### config.mk
export PLATFORM = sky130hd
export DESIGN_NAME = pipe_stage_chain
export DESIGN_NICKNAME = d
export VERILOG_FILES = /design/src/rtl/pipe_pkg.sv /design/src/rtl/pipe_stage_reg.sv /design/src/rtl/pipe_stage_chain.sv
export SDC_FILE = /design/constraint.sdc
export NUM_CORES = 1
export LEC_CHECK = 0
export CORE_UTILIZATION = 40
export CTS_CLUSTER_SIZE = 10
export DETAILED_ROUTE_END_ITERATION = 6
export PLACE_DENSITY = 0.74
export SLEW_MARGIN = 20
export SYNTH_ARGS = -nofsm -noshare
export SYNTH_HDL_FRONTEND = slang
export SYNTH_SLANG_ARGS = --single-unit
### constraint.sdc
create_clock -name clk -period 6 [get_ports clk]
set_input_delay 0.9 -clock clk [delete_from_list [all_inputs] [get_ports clk]]
set_output_delay 0.9 -clock clk [all_outputs]
set_load 0.005 [all_outputs]
### src/rtl/pipe_pkg.sv
// Shared constants and helpers for the elastic pipeline-register chain.
// Helpers are sized for up to MaxStages stages.
package pipe_pkg;

  localparam int unsigned DefWidth  = 16;
  localparam int unsigned DefStages = 5;
  localparam int unsigned MaxStages = 32;

  // Stall index beyond the last stage holds the whole pipe.
  function automatic int unsigned clamp_stage(input int unsigned idx, input int unsigned stages);
    return (idx >= stages) ? stages - 1 : idx;
  endfunction

  function automatic int unsigned popcount(input logic [MaxStages-1:0] bits);
    int unsigned cnt;
    cnt = 0;
    for (int i = 0; i < MaxStages; i++) begin
      if (bits[i]) cnt++;
    end
    return cnt;
  endfunction

endpackage

### src/rtl/pipe_stage_reg.sv
// One valid/payload stage register with load, bubble, hold and clear controls.
// The payload only changes when a valid item is loaded, so bubbles keep stale data.
module pipe_stage_reg
  import pipe_pkg::*;
#(
  parameter int unsigned WIDTH = DefWidth
) (
  input  logic             clk,
  input  logic             reset,
  input  logic             load,
  input  logic             load_valid,
  input  logic [WIDTH-1:0] load_data,
  input  logic             clear,
  output logic             valid,
  output logic             valid_next,
  output logic [WIDTH-1:0] data
);

  logic             v_q, v_d;
  logic [WIDTH-1:0] d_q, d_d;

  always_comb begin
    v_d = v_q;
    d_d = d_q;
    if (load) begin
      v_d = load_valid;
      if (load_valid) d_d = load_data;
    end
    // Clear overrides load, hold and bubble.
    if (clear) v_d = 1'b0;
  end

  always_ff @(posedge clk) begin
    if (reset) begin
      v_q <= 1'b0;
      d_q <= '0;
    end else begin
      v_q <= v_d;
      d_q <= d_d;
    end
  end

  assign valid      = v_q;
  assign valid_next = v_d;
  assign data       = d_q;

endmodule

### src/rtl/pipe_stage_chain.sv
// Elastic STAGES-deep pipeline-register chain with valid/ready at both ends,
// prefix hazard stall, per-stage flush, stage export, occupancy and stall counter.
module pipe_stage_chain
  import pipe_pkg::*;
#(
  parameter int unsigned WIDTH  = DefWidth,
  parameter int unsigned STAGES = DefStages,
  parameter int unsigned IDXW   = $clog2(STAGES)
) (
  input  logic                    clk,
  input  logic                    reset,
  input  logic                    in_valid,
  input  logic [WIDTH-1:0]        in_data,
  output logic                    in_ready,
  output logic                    out_valid,
  output logic [WIDTH-1:0]        out_data,
  input  logic                    out_ready,
  input  logic                    stall_en,
  input  logic [IDXW-1:0]         stall_stage,
  input  logic [STAGES-1:0]       flush_mask,
  output logic [STAGES-1:0]       stage_valid,
  output logic [STAGES*WIDTH-1:0] stage_data,
  output logic [IDXW:0]           occupancy,
  output logic [15:0]             stall_cycles
);

  logic [STAGES-1:0] v, v_next, held, move;
  logic [STAGES:0]   free_up;
  logic [STAGES-1:0] ld_valid;
  logic [WIDTH-1:0]  d       [STAGES];
  logic [WIDTH-1:0]  ld_data [STAGES];
  int unsigned       stall_lim;

  logic [IDXW:0] occupancy_q;
  logic [15:0]   stall_cycles_q;

  // Advance chain resolved from the output end; free_up[STAGES] is the downstream ready.
  always_comb begin
    stall_lim = clamp_stage(32'(stall_stage), STAGES);
    held      = '0;
    move      = '0;
    free_up   = '0;
    free_up[STAGES] = out_ready;
    for (int unsigned k = 0; k < STAGES; k++) begin
      held[k] = stall_en && (k <= stall_lim);
    end
    for (int k = int'(STAGES) - 1; k >= 0; k--) begin
      move[k]    = v[k] && free_up[k+1] && !held[k];
      free_up[k] = !held[k] && (!v[k] || move[k]);
    end
  end

  assign ld_valid = {move[STAGES-2:0], in_valid};

  for (genvar k = 0; k < STAGES; k++) begin : g_stage
    if (k == 0) begin : g_head
      assign ld_data[k] = in_data;
    end else begin : g_body
      assign ld_data[k] = d[k-1];
    end

    pipe_stage_reg #(
      .WIDTH(WIDTH)
    ) u_reg (
      .clk       (clk),
      .reset     (reset),
      .load      (free_up[k]),
      .load_valid(ld_valid[k]),
      .load_data (ld_data[k]),
      .clear     (flush_mask[k]),
      .valid     (v[k]),
      .valid_next(v_next[k]),
      .data      (d[k])
    );

    assign stage_data[k*WIDTH +: WIDTH] = d[k];
  end

  always_ff @(posedge clk) begin
    if (reset) begin
      occupancy_q    <= '0;
      stall_cycles_q <= '0;
    end else begin
      occupancy_q <= (IDXW+1)'(popcount(MaxStages'(v_next)));
      if (stall_en && (stall_cycles_q != 16'hFFFF)) stall_cycles_q <= stall_cycles_q + 16'd1;
    end
  end

  assign in_ready     = free_up[0] && !reset;
  assign out_valid    = v[STAGES-1];
  assign out_data     = d[STAGES-1];
  assign stage_valid  = v;
  assign occupancy    = occupancy_q;
  assign stall_cycles = stall_cycles_q;

endmodule

Word-level counts from Yosys, hierarchy flattened
Index checks and enable logic that the tools add are counted.

Register bits after elaboration: 105. Latch bits: 0. Bits in writable memories: 0. ROM bits: 0. Bits of input ports: 29. Output and inout bits: 123. Logic and storage cells: 87. Memories kept: 0.

Add/sub/neg operators: 5. Multiply operators: 0. Divide/modulo/power cells: 0. $lt $le $gt $ge: 6. Equal/unequal tests: 1. Shifts and indexed selects: 0. Mux-type cells: 20. Bitwise gates (word level): 0. Reductions and logical operators: 43.

Operators with widths (number): $mux 4 (8); $logic_and 1x1->1 (22); $add 16x1->16 const B (1); $add 4x1->4 const B (4); $ne 16x16->1 const B (1); $logic_not 1->1 (11); $mux 1 (11); $reduce_and 2->1 (5); $le 1x3->1 const A (2); $le 2x3->1 const A (2); $logic_or 1x1->1 (5); $ge 3x3->1 const B (1); $le 3x3->1 const A (1); $mux 3 (1).

Logic depth before layout (Yosys ltp)
Word-level depth: 39. Depth in mapped cells: 12. Depth with buffers taken out: 12.

Cells and area by module
A second synthesis with hierarchy kept.

Cell total of the unflattened synthesis: 567. Area, all modules: 5486.5 um^2.

By module, submodules not included: pipe_stage_reg (instances 5, cells each 78, area each 817.0 um^2, sequential area each 340.3 um^2); pipe_stage_chain (instances 1, cells each 177, area each 1401.3 um^2, sequential area each 400.4 um^2).

Worst setup path before layout
No wires, ideal clock.

Path type: input-to-reg. Start point: in out_ready. End point: reg occupancy_q[2] (netlist: occupancy[2]). Setup time: 123 ps. Data arrival time: 3305 ps. Data required time: 5877 ps. Path slack: 2572 ps. Stages: 12. Path buffers: 0. Path through: and4b_2 and2_4 o21ai_0 a21o_1 ha_1 xor2_2 ha_1 nand2b_1 o21a_1 ha_1 nor3b_1 mux2_1.

Word-level cells in the longest chain between the ends: 35. Elaborated cells between the ends (all ways): 43. Those cells by class: 4 x add/sub; 19 x mux; 20 x reduce/logical.

Ends and longest elaborated chain: start: declaration (RTL line pipe_stage_chain.sv:17) `input logic out_ready,`; $logic_and 1x1->1 * (2 in series) (RTL line pipe_stage_chain.sv:48) `move[k] = v[k] && free_up[k+1] && !held[k];`; $logic_or 1x1->1 * (RTL line pipe_stage_chain.sv:49) `free_up[k] = !held[k] && (!v[k] || move[k]);`; $logic_and 1x1->1 * (RTL line pipe_stage_chain.sv:49); $logic_and 1x1->1 (2 in series) (RTL line pipe_stage_chain.sv:48); $logic_or 1x1->1 (RTL line pipe_stage_chain.sv:49); $logic_and 1x1->1 (RTL line pipe_stage_chain.sv:49); $logic_and 1x1->1 (2 in series) (RTL line pipe_stage_chain.sv:48); $logic_or 1x1->1 (RTL line pipe_stage_chain.sv:49); [16 not listed]; $add 4x1->4 (RTL line pipe_pkg.sv:18) `if (bits[i]) cnt++;`; $mux 4 (RTL line pipe_pkg.sv:18); $mux 4 (RTL line pipe_stage_chain.sv:80) `if (reset) begin`; $add 4x1->4 (RTL line pipe_pkg.sv:18); $mux 4 (RTL line pipe_pkg.sv:18); $mux 4 (RTL line pipe_stage_chain.sv:80); $add 4x1->4 (RTL line pipe_pkg.sv:18); $mux 4 * (RTL line pipe_pkg.sv:18); end signal: assignment (RTL line pipe_stage_chain.sv:84) `occupancy_q <= (IDXW+1)'(popcount(MaxStages'(v_next)));`; end: declaration (RTL line pipe_stage_chain.sv:34) `logic [IDXW:0] occupancy_q;`.

Mark *: on every way between the ends. The rest lies on a longest branch, timed or not. The select of a mux whose other input is x is not followed. A chain may end at the register's enable or synchronous reset.

Worst setup path after layout
Start point: in stall_en. End point: reg occupancy_q[2] (netlist: occupancy[2]).

Word-level cells in the longest chain between the ends: 36. Elaborated cells between the ends (all ways): 52. Those cells by class: 4 x add/sub; 19 x mux; 29 x reduce/logical.

Ends and longest elaborated chain: start: declaration (RTL line pipe_stage_chain.sv:18) `input logic stall_en,`; $logic_and 1x1->1 (RTL line pipe_stage_chain.sv:45) `held[k] = stall_en && (k <= stall_lim);`; $logic_not 1->1 (RTL line pipe_stage_chain.sv:48, pipe_stage_chain.sv:49); $logic_and 1x1->1 (RTL line pipe_stage_chain.sv:48); $logic_or 1x1->1 (RTL line pipe_stage_chain.sv:49); $logic_and 1x1->1 (RTL line pipe_stage_chain.sv:49); $logic_and 1x1->1 (2 in series) (RTL line pipe_stage_chain.sv:48); $logic_or 1x1->1 (RTL line pipe_stage_chain.sv:49); $logic_and 1x1->1 (RTL line pipe_stage_chain.sv:49); [19 not listed]; $add 4x1->4 (RTL line pipe_pkg.sv:18); $mux 4 (RTL line pipe_pkg.sv:18); $mux 4 (RTL line pipe_stage_chain.sv:80); $add 4x1->4 (RTL line pipe_pkg.sv:18); $mux 4 (RTL line pipe_pkg.sv:18); $mux 4 (RTL line pipe_stage_chain.sv:80); $add 4x1->4 (RTL line pipe_pkg.sv:18); $mux 4 * (RTL line pipe_pkg.sv:18).

Marked as above.

==> impl_metrics.tcl <==
set metrics [dict create \
    ff2ff_setup_slack_ns 2.71 \
    crit_family "adder cells" \
    core_mm2 0.0105 \
    relSlewSlack 0.283 \
    path_clk_slew_ns 0.10 \
    portBuffers 151 \
    leakage_uw 0.00227 \
    syn_area_per_cell_um2 9.14 \
    postSynthCellCount 479 \
    min_period_ns 3.83 \
    startpoint_type "input pin" \
    synth_ff_type "dfxtp_1" \
    place_inst 723 \
    synthToLayoutAreaGrowth_pct 37.3 \
    io_pins 152 \
    yosysSeqAreaShare 0.480 \
    yosys_warnings 0 \
    gr-total-overflow 0 \
    postPlaceCellArea_mm2 0.00580 \
    rr_worst_depth 12 \
    worstHoldEndpoint "g_stage[1].u_reg.data[0]" \
    grt_setup_unrepaired "no" \
    grt_max_degree 107 \
    clk_latency_ns 0.35 \
    drtIter0Drc 103 \
    r2r-end "occupancy[2]" \
    worst_pin_slew_ns 1.08 \
    die_h_um 107 \
    vdd_drop_max_uv 139 \
    layout_common_cells "clkdlybuf4s50_1, dfxtp_1, nand2_1" \
    final_common_cell "clkdlybuf4s50_1" \
    cp.required_ns 6.24 \
    path_buf_inv 1 \
    max_clock_freq_ghz 0.261 \
    cp_cell_sequence "clkdlybuf4s50_1 -> o31ai_4 -> nand2b_1 -> nand2_1 -> a21o_1 -> ha_1 -> xor2_2 -> ha_1 -> nand2b_1 -> o21a_1 -> ha_1 -> nor3b_1 -> mux2_1" \
    ys_ff_latch 105 \
    arrival_ns 4.07 \
    crit_fanout 16 \
    grt_pass1_wl_mm 17.3 \
    drt_first_pass_iters 4 \
    hold_depth 2 \
    dieArea_mm2 0.0114 \
    via_count 3618 \
    cp_slowest_stage_delay_ns 0.79 \
    grt.total_usage 0.190 \
    cts_resized 0 \
    final_util 0.574 \
    synth-edff-count 0 \
    hold_viol_final 0 \
    crit_path_end_kind "flip-flop" \
    fin_skew_ns 0.00593 \
    wl_per_cell_um 14.3 \
    antenna_found_initial 0 \
    fin_nets 631 \
    std_cell_rows 37 \
    htree_levels 3 \
    clock-sinks 105 \
    start_util 0.418 \
    postCtsHoldBufs 0 \
    setup-tns-final_ns 0 \
    viasPerCell 4.90 \
    cpMaxStageDelayCell "clkdlybuf4s50_1" \
    cp-startpoint "stall_en" \
    postCtsSetupBuffers 0 \
    ctsRootBufferMaster "clkbuf_8" \
    power.density_mw_per_mm2 207 \
    drc 0 \
    drt_wl_total_mm 10.6 \
    hold_class "reg -> reg" \
    design_area_mm2 0.00601 \
    maxCapViolations 0 \
    min_from "g_stage[1].u_reg.data[0]" \
    synth.distinct_cells 49 \
    slew_viol_final 0 \
    gp_congestion 0.856 \
    worstSetupPathType "in -> reg" \
    finalSetupViolations 0 \
    drive_gt1_frac 0.0630 \
    status "complete, no violations" \
    regArea_mm2 0.00210 \
    clk_path_buf_depth 2 \
    synthArstFlopShare 0 \
    fin_crit_sh 0.638 \
    final-instance-count-excl-fill 739 \
    multi_input_area_mm2 0.00200 \
    r2r-start "g_stage[2].u_reg.valid" \
    nFillCells 969 \
    syn_nets 512 \
    n_antenna_cell 0 \
    hpwl_mm 7.84 \
    cts_tree "yes" \
    syn_area_mm2 0.00438 \
    fp.dieW_um 107 \
    ant_nets 0 \
    cts_inserted_buffers 9 \
    crit_top_cell "ha_1" \
    grt_pass1_vias 3450 \
]
## synthesized netlist by cell type, drive strengths merged, types with 3 or more instances
master,number,area share
nand3,8,0.0091
a21o,4,0.0069
mux2i,49,0.11
nor4,5,0.0071
nor2,73,0.064
nand4,6,0.010
or2,3,0.0043
clkbuf,17,0.015
nand2b,5,0.0071
dfxtp,105,0.48
a21oi,39,0.045
xor2,8,0.019
nand2,82,0.070
nor3,5,0.0057
buf,27,0.046
xnor2,8,0.016
ha,4,0.011
o21ai,5,0.0057
## worst max path at each step
stage | endpoint | cells after the start
floorplan | occupancy[2] | 12
global placement | occupancy[2] | 13
detailed placement | occupancy[2] | 13
CTS | occupancy[2] | 13
global route | occupancy[2] | 13
finish | occupancy[2] | 13
## power breakdown
group	switching (µW)	total, µW	internal, µW	leakage [µW]
Combinational	38.2	80.9	42.7	0.00132
Clock	247	449	202	0.000104
Sequential	7.80	712	704	0.000848
Total	293	1240	949	0.00227
## flip-flops by register name, summed over array words and instances, names as in the netlist
signal and flops:
g_stage.u_reg.data 80, stall_cycles 16, g_stage.u_reg.valid 5, occupancy 4
## cell families after synthesis
logic type,synth area share
buffers and inverters,0.0626
AOI/OAI and AO/OA,0.0921
and+or+nand+nor,0.199
adders and majority gates,0.0114
muxes,0.119
xor gates and xnor gates,0.0354
DFF,0.480
## metrics by stage
stage                     setup slack (ns)  hold slack (ns)  total power, µW
final                                 2.17            0.477             1240
after global placement                1.92            0.461              807
after floorplan                       2.57            0.460              765
after CTS                             2.18            0.476             1260
after detailed placement              1.81            0.466              809
after global routing                  1.95            0.496             1290
## metal layers
layer / global-route usage / vias up / share of wire
met5: 0 / - / 0
met1: 0.248 / 1696 / 0.45
met4: 0.0587 / 0 / 0.016
met3: 0.0316 / 12 / 0.034
li1: - / 1819 / -
met2: 0.321 / 91 / 0.50
## final cells by class
| cell class | count | area share |
|---|---|---|
| Clock inverter | 7 | 0.0144 |
| Sequential cell | 105 | 0.350 |
| Clock buffer | 9 | 0.0206 |
| Inverter | 2 | 0.00125 |
| Multi-Input combinational cell | 328 | 0.333 |
| Timing Repair Buffer | 152 | 0.252 |
| Tap cell | 136 | 0.0283 |
## worst register-to-register path, delay by kind of cell (launching register included)
family                   cells  cell delay (ns)
XOR/XNOR                     1             0.23
flip-flops                   1             0.51
adder cells (fa/ha/maj)      3             0.79
multiplexers                 1             0.33
AND/OR/NAND/NOR              4             0.89
AO/OA/AOI/OAI                3             0.45
No activity file was read; power rests on OpenSTA's default activity.
